[src/rtl/buffer_drain.sv]
// Read-side drain for the `buffer` stage: issues read strobes against reserved
// FIFO credits, captures the returned words, and streams them out valid/ready.
module buffer_drain #(
  parameter int N      = 32,
  parameter int DEPTH  = 4,
  parameter int RD_LAT = 1,
  parameter int CW     = 16
) (
  input  logic                   i_clk,
  input  logic                   i_rst,
  input  logic                   i_enable,
  output logic                   o_buf_rd,
  input  logic [N-1:0]           i_buf_out,
  output logic [N-1:0]           o_m_data,
  output logic                   o_m_valid,
  input  logic                   i_m_ready,
  output logic [$clog2(DEPTH):0] o_level,
  output logic [CW-1:0]          o_rd_count,
  output logic                   o_busy
);
  localparam int AW = $clog2(DEPTH);
  localparam int LW = AW + 1;
  localparam int SW = LW + 3;

  logic          r_buf_rd;
  logic          r_m_valid;
  logic          r_busy;
  logic [N-1:0]  r_m_data;
  logic [LW-1:0] r_level;
  logic [CW-1:0] r_rd_count;
  logic [AW-1:0] r_wr_ptr;
  logic [AW-1:0] r_rd_ptr;
  logic [RD_LAT-1:0] r_vld_pipe;
  logic [N-1:0]  r_mem [DEPTH];

  logic              w_push;
  logic              w_pop;
  logic [LW-1:0]     w_level_next;
  logic [AW-1:0]     w_wr_ptr_next;
  logic [AW-1:0]     w_rd_ptr_next;
  logic [RD_LAT-1:0] w_vld_pipe_next;
  logic [SW-1:0]     w_inflight_next;
  logic              w_rd_next;

  always_comb begin
    w_push          = r_vld_pipe[RD_LAT-1];
    w_pop           = r_m_valid & i_m_ready;
    w_level_next    = r_level + LW'(w_push) - LW'(w_pop);
    w_wr_ptr_next   = r_wr_ptr + AW'(w_push);
    w_rd_ptr_next   = r_rd_ptr + AW'(w_pop);
    w_vld_pipe_next = RD_LAT'({r_vld_pipe, r_buf_rd});
    w_inflight_next = '0;
    for (int i = 0; i < RD_LAT; i++)
      w_inflight_next = w_inflight_next + SW'(w_vld_pipe_next[i]);
    // Credit check on post-edge occupancy so a new strobe always has a slot.
    w_rd_next = i_enable && ((SW'(w_level_next) + w_inflight_next) < SW'(DEPTH));
  end

  always_ff @(posedge i_clk) begin
    if (!i_rst) begin
      r_buf_rd   <= 1'b0;
      r_vld_pipe <= '0;
      r_busy     <= 1'b0;
      r_level    <= '0;
      r_m_valid  <= 1'b0;
      r_m_data   <= '0;
      r_rd_count <= '0;
      r_wr_ptr   <= '0;
      r_rd_ptr   <= '0;
    end else begin
      r_buf_rd   <= w_rd_next;
      r_vld_pipe <= w_vld_pipe_next;
      r_busy     <= |w_vld_pipe_next;
      r_level    <= w_level_next;
      r_m_valid  <= (w_level_next != '0);
      r_wr_ptr   <= w_wr_ptr_next;
      r_rd_ptr   <= w_rd_ptr_next;
      if (w_push)
        r_rd_count <= r_rd_count + CW'(1);
      // Head register; bypass when the new head is the word written this edge.
      if (w_level_next != '0)
        r_m_data <= (w_push && (w_rd_ptr_next == r_wr_ptr)) ? i_buf_out
                                                            : r_mem[w_rd_ptr_next];
    end
  end

  always_ff @(posedge i_clk) begin
    if (i_rst && w_push)
      r_mem[r_wr_ptr] <= i_buf_out;
  end

  assign o_buf_rd   = r_buf_rd;
  assign o_m_data   = r_m_data;
  assign o_m_valid  = r_m_valid;
  assign o_level    = r_level;
  assign o_rd_count = r_rd_count;
  assign o_busy     = r_busy;
endmodule

[config.mk]
export PLATFORM = sky130hd
export DESIGN_NAME = buffer_drain
export DESIGN_NICKNAME = d
export VERILOG_FILES = /design/src/rtl/buffer_drain.sv
export SDC_FILE = /design/constraint.sdc
export NUM_CORES = 1
export LEC_CHECK = 0
export BUFFER_PORTS_ARGS = -buffer_cell sky130_fd_sc_hd__clkbuf_2
export CAP_MARGIN = 20
export CORE_AREA = 2 2 133 148
export CTS_BUF_LIST = sky130_fd_sc_hd__clkbuf_4
export DETAILED_ROUTE_END_ITERATION = 12
export DIE_AREA = 0 0 135 150
export PLACE_DENSITY = 0.63
export SETUP_SLACK_MARGIN = 0.3
export SYNTH_ARGS = -nofsm -noshare
export SYNTH_HDL_FRONTEND = slang
export SYNTH_SLANG_ARGS = --single-unit
[constraint.sdc]
create_clock -name i_clk -period 3.85 [get_ports i_clk]
set_clock_uncertainty 0.05 [all_clocks]
set_input_delay 0.1925 -clock i_clk [delete_from_list [all_inputs] [get_ports i_clk]]
set_output_delay 0.1925 -clock i_clk [all_outputs]
set_load 0.005 [all_outputs]
Word level (Yosys, flattened, before mapping)
Memories as Yosys holds them, arrays and structs flattened. A register that Yosys moved wholly into a read port is not among the register bits.
Cells that the tools add are included.
{"block": "totals", "ff_bits": 26, "mem_bits_rw": 128, "output_inout_bits": 54, "elab_cells": 22, "n_memories": 1}
{"memory": "r_mem", "words": 4, "word_bits": 32, "rd": 1, "rd_ports_with_merged_regs": 1, "wr": 1, "line_no": "34", "source": "logic [N-1:0] r_mem [DEPTH];"}
{"block": "op_classes", "add_sub_neg": 6, "magnitude_cmp": 1, "n_mux": 2, "n_bitwise": 1, "reduce_logical": 4}
{"operator": "$add A16 B1 Y16 const B", "count": 1}
{"operator": "$add A2 B1 Y2", "count": 2}
{"operator": "$add A3 B1 Y4", "count": 1}
{"operator": "$lt A4 B3 Y1 const B", "count": 1}
{"operator": "$add A3 B1 Y3", "count": 1}
{"operator": "$reduce_bool A3 Y1", "count": 1}
{"operator": "$sub A3 B1 Y3", "count": 1}
{"operator": "$logic_and A1 B1 Y1", "count": 2}
{"operator": "$mux W1", "count": 2}
{"operator": "$and A1 B1 Y1", "count": 1}
{"operator": "$logic_not A1 Y1", "count": 1}

Depth between registers and ports, before layout
Gate-level depths: netlist of run 1.
{"block": "logic_depth", "word_depth": 5, "depth_mapped": 13, "ltp_nobuf": 10}

Worst setup path after synthesis of run 1
Ideal clock, no wire load.
{"block": "synth_path", "path_kind": "reg-to-reg", "from": "register r_vld_pipe", "to": "memory r_mem[1][0] (enable)", "setup_time_ns": 0.461, "arrival_ns": 2.825, "required_ns": 3.339, "path_slack_ns": 0.514, "path_stages_with_launch": 4, "path_buffers": 1, "synth_period_minus_slack_ns": 3.336, "cell_sequence": "dfxtp_1 -> buf_6 -> nand2_1 -> nor3_1"}
{"block": "synth_via", "elab_chain_len": 3}
{"item": "start: declaration", "line_no": "33", "source": "logic [RD_LAT-1:0] r_vld_pipe;"}
{"item": "start signal: assignment", "line_no": "72", "source": "r_vld_pipe <= w_vld_pipe_next;"}
{"item": "$logic_and A1 B1 Y1", "line_no": "88", "source": "if (i_rst && w_push)"}
{"item": "$mux W1", "line_no": "88"}
{"item": "$mux W1 (implied by the code)", "line_no": "89", "source": "r_mem[r_wr_ptr] <= i_buf_out;"}
{"item": "end: declaration", "line_no": "34"}
No other way between the ends.

Worst setup path after layout of run 1
{"block": "layout_path", "from": "register r_m_valid, in the netlist o_m_valid", "to": "register r_m_data[9], in the netlist o_m_data[9] (read register of r_mem)"}
{"block": "layout_via", "elab_chain_len": 3, "elab_cells_between_ends": 4, "cone_classes": "add/sub (2); bitwise (1); reduce/logical (1)"}
{"item": "start: declaration", "line_no": "26", "source": "logic r_m_valid;"}
{"item": "start signal: assignment", "line_no": "75", "source": "r_m_valid <= (w_level_next != '0);"}
{"item": "$and A1 B1 Y1 (*)", "line_no": "47", "source": "w_pop = r_m_valid & i_m_ready;"}
{"item": "$sub A3 B1 Y3", "line_no": "48", "source": "w_level_next = r_level + LW'(w_push) - LW'(w_pop);"}
{"item": "$reduce_bool A3 Y1", "line_no": "81", "source": "if (w_level_next != '0)"}
{"item": "end: declaration", "line_no": "28", "source": "logic [N-1:0] r_m_data;"}
Every way passes the cells marked *; elsewhere a longest branch is shown, timed or not.
A chain may end at the register's enable or synchronous reset.

==> impl_results.md, run 1 <==
* RSZ-0062 raised after global routing: no
* HPWL after DPL at 9730 um
* Synth Instances at 516
* Peak Freq at 314 MHz
* Area growth syn-to-layout at 17.5%
* Critical Path Stages at 11
* Ports at 90
* Reg2reg setup slack at 670 ps
* CP startpoint kind: register
* Vias in the first global route at 4764
* Total gr overflow at 0
* Critical path arrival at 3550 ps
* Via count at 4594
* Synthesized flop and latch total at 186
* Die height at 150 um
* CTS tree: yes
* Dpl cell area at 8080 sq um
* Overall routing resource usage at 0.165
* Overall die area at 20300 sq um
* Worst EP required at 4220 ps
* Maximum clock path buffer count at 2
* Synth Cell Area at 7390 sq um
* Setup CP Type: reg2reg
* DRT Pass-1 Iters at 4
* Distinct cells, synth at 43
* I/O Buffers at 89
* Antenna cells at 0
* Most common cell after layout, fill and taps aside: edfxtp_1
* Initial antenna violation count at 0
* Clk pin slew, worst setup/hold paths at 180 ps
* Slew margin rel. at 0.424
* Delay-heaviest family, CP: simple AND/OR/NAND/NOR gates
* Routability Congestion at 0.753
* Effective utilization at floorplan at 0.392
* Final Cell Area at 8680 sq um
* Ys Warns at 0
* Pwr dens at 591 nW/um^2
* DR DRC count at 0
* Register area share after synthesis at 0.677
* Clk sink count at 186
* Max_cap viols at 0
* Lkg Pwr at 3.10 nW
* Hold path depth at 2
* Horiz. Die Dim at 135 um
* Via-per-instance ratio at 5.13
* Peak supply drop at 0.424 mV
* Post-layout nets at 677
* Pin count of the biggest net entering global routing at 52
* Core area at 18800 sq um
* Routed WL per cell at 18.0 um
* Post-synth net total at 558
* Slowest library cell on the worst path: or3b_2
* Num CTS Buffers at 17
* Worst min path class: in2reg
* Mean post-synth cell area at 14.3 sq um
* Post-route clock period utilization at 0.826
* Worst stage delay on the critical path at 730 ps
* R2R depth at 11
* Max Slew Vio Count at 0
* Least-Margin Pin Slew at 861 ps
* Setup violators final at 0
* Rows at 53
* Skew-Pair Late Insertion Delay at 560 ps
* Final Hold Viols at 0
* Post-synth EDFFs at 128
* WP buf/inv at 3
* Crit end category: register
* Status: finished clean
* Share of synthesized registers carrying an async set or reset at 0
* Final wirelength at 16100 um
* 1st-iter DRT viols at 281
* Root Driver: clkbuf_4
* Critical Path, Cell by Cell: and2_1 -> ha_1 -> inv_1 -> ha_1 -> inv_1 -> fa_1 -> xor3_1 -> or3b_2 -> buf_4 -> o21ai_1 -> a31oi_1
* Final min period at 3180 ps
* Commonest non-fill, non-tap cells in the layout: edfxtp_1 (128), clkbuf_2 (89), nand2_1 (58), dfxtp_1 (58), dlygate4sd3_1 (34)
* H-tree levels at 4
* Max FO, Critical Path at 39
* Layout Utilization at 0.461
* Post-DRT Antenna Nets at 0
* Commonest register cell after synthesis: edfxtp_1
* Setup TNS at 0 ps
* First-pass GRT wire length at 25300 um
* Layout cells sized above 1 at 0.265
-- final cells by class --
| class | instances | area [sq um] |
|---|---|---|
| multi-input combinational | 289 | 2210 |
| clock inverter | 15 | 131 |
| sequential | 186 | 5000 |
| inverter | 6 | 22.5 |
| timing repair buffer | 135 | 876 |
| clock buffer | 17 | 128 |
| fill | 1719 | 10100 |
| tap | 247 | 309 |
-- power by group --
part           internal, W  leakage [nW]  switching [W]
Sequential         0.00235          1.63       0.000124
Combinational     0.000721          1.34       0.000945
Clock             0.000282         0.136       0.000707
Total              0.00335          3.10        0.00178
-- through the flow --
step                power (W)  worst slack [ps]  hold slack [ps]  cells
finish                0.00513               669              345    895
global route          0.00545               456              304    895
CTS                   0.00520               632              299    895
detailed placement    0.00419               669              382    829
global placement      0.00413               794              373    829
floorplan             0.00378               514              241    516
-- timing repair --
| action | in CTS | in global routing |
|---|---|---|
| resized for setup | 0 | 0 |
| hold buffers | 34 | 0 |
| endpoints found under the setup margin | 0 | 0 |
| hold endpoints to repair | 161 | 0 |
| setup buffers | 0 | 0 |
-- cells by family after synthesis --
logic type	share of synthesized area
buffers and inverters	0.0301
adders and majority gates	0.0112
AOI/OAI and AO/OA	0.0755
and+or+nand+nor	0.0848
xor gates and xnor gates	0.0218
muxes	0.0991
DFF	0.677
-- Yosys cell counts (3+ instances only) --
| library cell | instances | area [sq um] |
|---|---|---|
| edfxtp_1 | 128 | 3840 |
| dfxtp_1 | 58 | 1160 |
| mux4_2 | 14 | 315 |
| or3_1 | 3 | 18.8 |
| nand2_1 | 58 | 218 |
| buf_6 | 6 | 67.6 |
| inv_1 | 6 | 22.5 |
| xor2_1 | 5 | 43.8 |
| nand4_1 | 5 | 31.3 |
| xnor2_1 | 8 | 70.1 |
| clkbuf_1 | 14 | 52.6 |
| buf_2 | 13 | 65.1 |
| o21ai_1 | 32 | 160 |
| nand2b_1 | 3 | 18.8 |
| ha_1 | 5 | 62.6 |
| a32oi_1 | 16 | 140 |
| nor2_1 | 20 | 75.1 |
| a31oi_1 | 31 | 194 |
| mux2i_1 | 21 | 210 |
| mux2_2 | 16 | 180 |
| nor3_1 | 4 | 20.0 |
| and2_1 | 17 | 106 |
| nor2b_1 | 3 | 18.8 |
| nand3_1 | 6 | 30.0 |
-- flip-flops by register name (all words and copies together), names as in the netlist --
register,count
o_level,3
r_mem,128
r_rd_ptr,2
o_m_valid,1
r_vld_pipe,1
r_wr_ptr,2
o_buf_rd,1
o_rd_count,16
o_m_data,32
-- routing by layer --
layer / part of all wire / GRT usage
met1: 0.43 / 0.208
met2: 0.50 / 0.287
met3: 0.062 / 0.0427
met4: 0.0086 / 0.0396
met5: 0 / 0
-- path summary, 6_finish.rpt --
kind / start / to
max reg2reg: o_m_valid / o_m_data[9]
max: o_m_valid / o_m_data[9]
min reg2reg: o_rd_count[15] / o_rd_count[15]
min: i_buf_out[11] / r_mem[1][11]
No activity file was read; power rests on OpenSTA's default activity.
==> run 2, diff against run 1 <==
==> constraint.sdc (replaced) <==
create_clock -name i_clk -period 3.01 [get_ports i_clk]
set_clock_uncertainty 0.05 [all_clocks]
set_input_delay 0.1505 -clock i_clk [delete_from_list [all_inputs] [get_ports i_clk]]
set_output_delay 0.1505 -clock i_clk [all_outputs]
set_load 0.005 [all_outputs]
==> impl_results.md, run 2 (same netlist as run 1, synthesis figures left out) <==
* Fin Hold WS at 246 ps (was 345 ps)
* Flop pwr share at 0.420 (was 0.482)
* Effective utilization at floorplan at 0.392 (unchanged)
* Num CTS Buffers at 17 (unchanged)
* RSZ-0062 raised after global routing: yes (was no)
* Routed WL per cell at 18.5 um (was 18.0 um)
* Clk pwr share at 0.227 (was 0.193)
* Peak supply drop at 0.460 mV (was 0.424 mV)
* Post-route clock period utilization at 0.870 (was 0.826)
* Antenna cells at 0 (unchanged)
* Via-per-instance ratio at 5.20 (was 5.13)
* First-pass GRT wire length at 26100 um (was 25300 um)
* I/O Buffers at 89 (unchanged)
* DRT Pass-1 Iters at 4 (unchanged)
* Via count at 4671 (was 4594)
* Max_cap viols at 0 (unchanged)
* Post-DRT Antenna Nets at 0 (unchanged)
* Least-Margin Pin Slew at 797 ps (was 861 ps)
* Horiz. Die Dim at 135 um (unchanged)
* Overall routing resource usage at 0.171 (was 0.165)
* Vias in the first global route at 4828 (was 4764)
* Status: finished clean (unchanged)
* Pwr dens at 843 nW/um^2 (was 591 nW/um^2)
* CP startpoint kind: register (unchanged)
* Setup violators final at 0 (unchanged)
* Max FO, Critical Path at 16 (was 39)
* Peak Freq at 382 MHz (was 314 MHz)
* Area growth syn-to-layout at 21.1% (was 17.5%)
* Layout cells sized above 1 at 0.271 (was 0.265)
* Setup CP Type: reg2reg (unchanged)
* Critical path arrival at 3020 ps (was 3550 ps)
* Slew margin rel. at 0.469 (was 0.424)
* Final Hold Viols at 0 (unchanged)
* Skew-Pair Late Insertion Delay at 560 ps (about the same)
* Dpl cell area at 8160 sq um (was 8080 sq um)
* Max reg flops at 128 (unchanged)
* Switch share at 0.326 (was 0.346)
* Most flop-heavy register: r_mem (unchanged)
* Rows at 53 (unchanged)
* Crit end category: register (unchanged)
* Total gr overflow at 0 (unchanged)
* Root Driver: clkbuf_4 (unchanged)
* Die height at 150 um (unchanged)
* Combinational share of power at 0.353 (was 0.325)
* Pin count of the biggest net entering global routing at 52 (unchanged)
* Final Cell Area at 8940 sq um (was 8680 sq um)
* 1st-iter DRT viols at 192 (was 281)
* Maximum clock path buffer count at 2 (unchanged)
* Clk pin slew, worst setup/hold paths at 140 ps (was 180 ps)
* Final wirelength at 16600 um (was 16100 um)
* Lkg Pwr at 3.23 nW (was 3.10 nW)
* Setup TNS at 0 ps (unchanged)
* Worst min path class: in2reg (unchanged)
* DR DRC count at 0 (unchanged)
* Post-layout nets at 681 (was 677)
* Post-CTS Setup Inserts at 0 (unchanged)
* Sw Pwr at 0.00246 W (was 0.00178 W)
* CTS tree: yes (unchanged)
* FILL cells at 1686 (was 1719)
* Most common cell after layout, fill and taps aside: edfxtp_1 (unchanged)
* Internal power at 0.00508 W (was 0.00335 W)
* Initial antenna violation count at 0 (unchanged)
* Worst EP required at 3410 ps (was 4220 ps)
* Ports at 90 (unchanged)
* Clk sink count at 186 (unchanged)
* Routability Congestion at 0.778 (was 0.753)
* Overall die area at 20300 sq um (unchanged)
* HPWL after DPL at 9510 um (was 9730 um)
* Final min period at 2620 ps (was 3180 ps)
* Final Power at 0.00754 W (was 0.00513 W)
* Max Slew Vio Count at 0 (unchanged)
* Core area at 18800 sq um (unchanged)
* H-tree levels at 4 (unchanged)
* Commonest non-fill, non-tap cells in the layout: edfxtp_1 (128), clkbuf_2 (89), nand2_1 (58), dfxtp_1 (58), dlygate4sd3_1 (34) (unchanged)
-- run 2: changes by cell type in the layout (fill, tap and decap cells not counted), moves of 2 or more --
cell and delta:
buf_4 -3, inv_8 -3, clkinv_4 -2, bufinv_16 +6
clkbuf_4 +2, buf_12 +5, clkinvlp_4 -3
-- run 2: worst max-delay path, cell delays in order (launching register included) --
cell	delay [ps]
dfxtp_1	340
and2_4	160
ha_1	260
inv_1	50
ha_1	120
inv_1	40
fa_1	360
xor3_1	220
or3b_4	480
clkbuf_16	230
o21ai_1	120
a31oi_1	60
-- run 2: layout make-up --
cell class,instances,area [sq um],share of cell area
Tap cell,247,309,0.0346
Clock inverter,13,236,0.0264
Sequential cell,186,5000,0.560
Clock buffer,19,143,0.0159
Multi-Input combinational cell,289,2220,0.249
Inverter,6,22.5,0.00252
Timing Repair Buffer,139,1010,0.112
-- run 2: stage by stage --
| step | instances | utilization | setup slack (ps) |
|---|---|---|---|
| 2_1_floorplan | 516 | - | -326 |
| 3_3_place_gp | 831 | 0.433 | 346 |
| 3_5_place_dp | 831 | 0.433 | 316 |
| 4_1_cts | 898 | 0.473 | 333 |
| 5_1_grt | 899 | 0.475 | 299 |
| 6_report | 899 | 0.475 | 393 |
-- run 2: what timing repair did --
action                                  in CTS  in global routing
hold buffers                                34                  0
pin swaps                                    0                  0
hold endpoints to repair                   161                  0
cloned                                       1                  1
endpoints found under the setup margin      11                 32
resized for setup                            1                  3
-- run 2: per-layer routing --
layer  up-vias  GRT usage  routed length (um)
li1       2207          -                   -
met1      2312      0.218                7410
met2       135      0.289                8230
met3        17     0.0474                 830
met4         0     0.0401                 170
met5         -          0                   0
-- run 2: final timing paths --
path | startpoint | endpoint | slack, ps | cells after the start
hold / removal | i_m_ready | o_level[1] | 250 | 5
setup reg to reg | o_m_valid | o_m_data[5] | 390 | 11
hold reg to reg | o_rd_count[15] | o_rd_count[15] | 440 | 2
setup / recovery | o_m_valid | o_m_data[5] | 390 | 11
-- run 2: power groups by stage --
stage | Combinational (W) | Sequential (W) | Clock (W)
after global routing | 0.00287 | 0.00320 | 0.00185
final | 0.00266 | 0.00317 | 0.00172
after detailed placement | 0.00222 | 0.00322 | 0
after CTS | 0.00256 | 0.00317 | 0.00175
after floorplan | 0.00163 | 0.00320 | 0
after global placement | 0.00215 | 0.00322 | 0
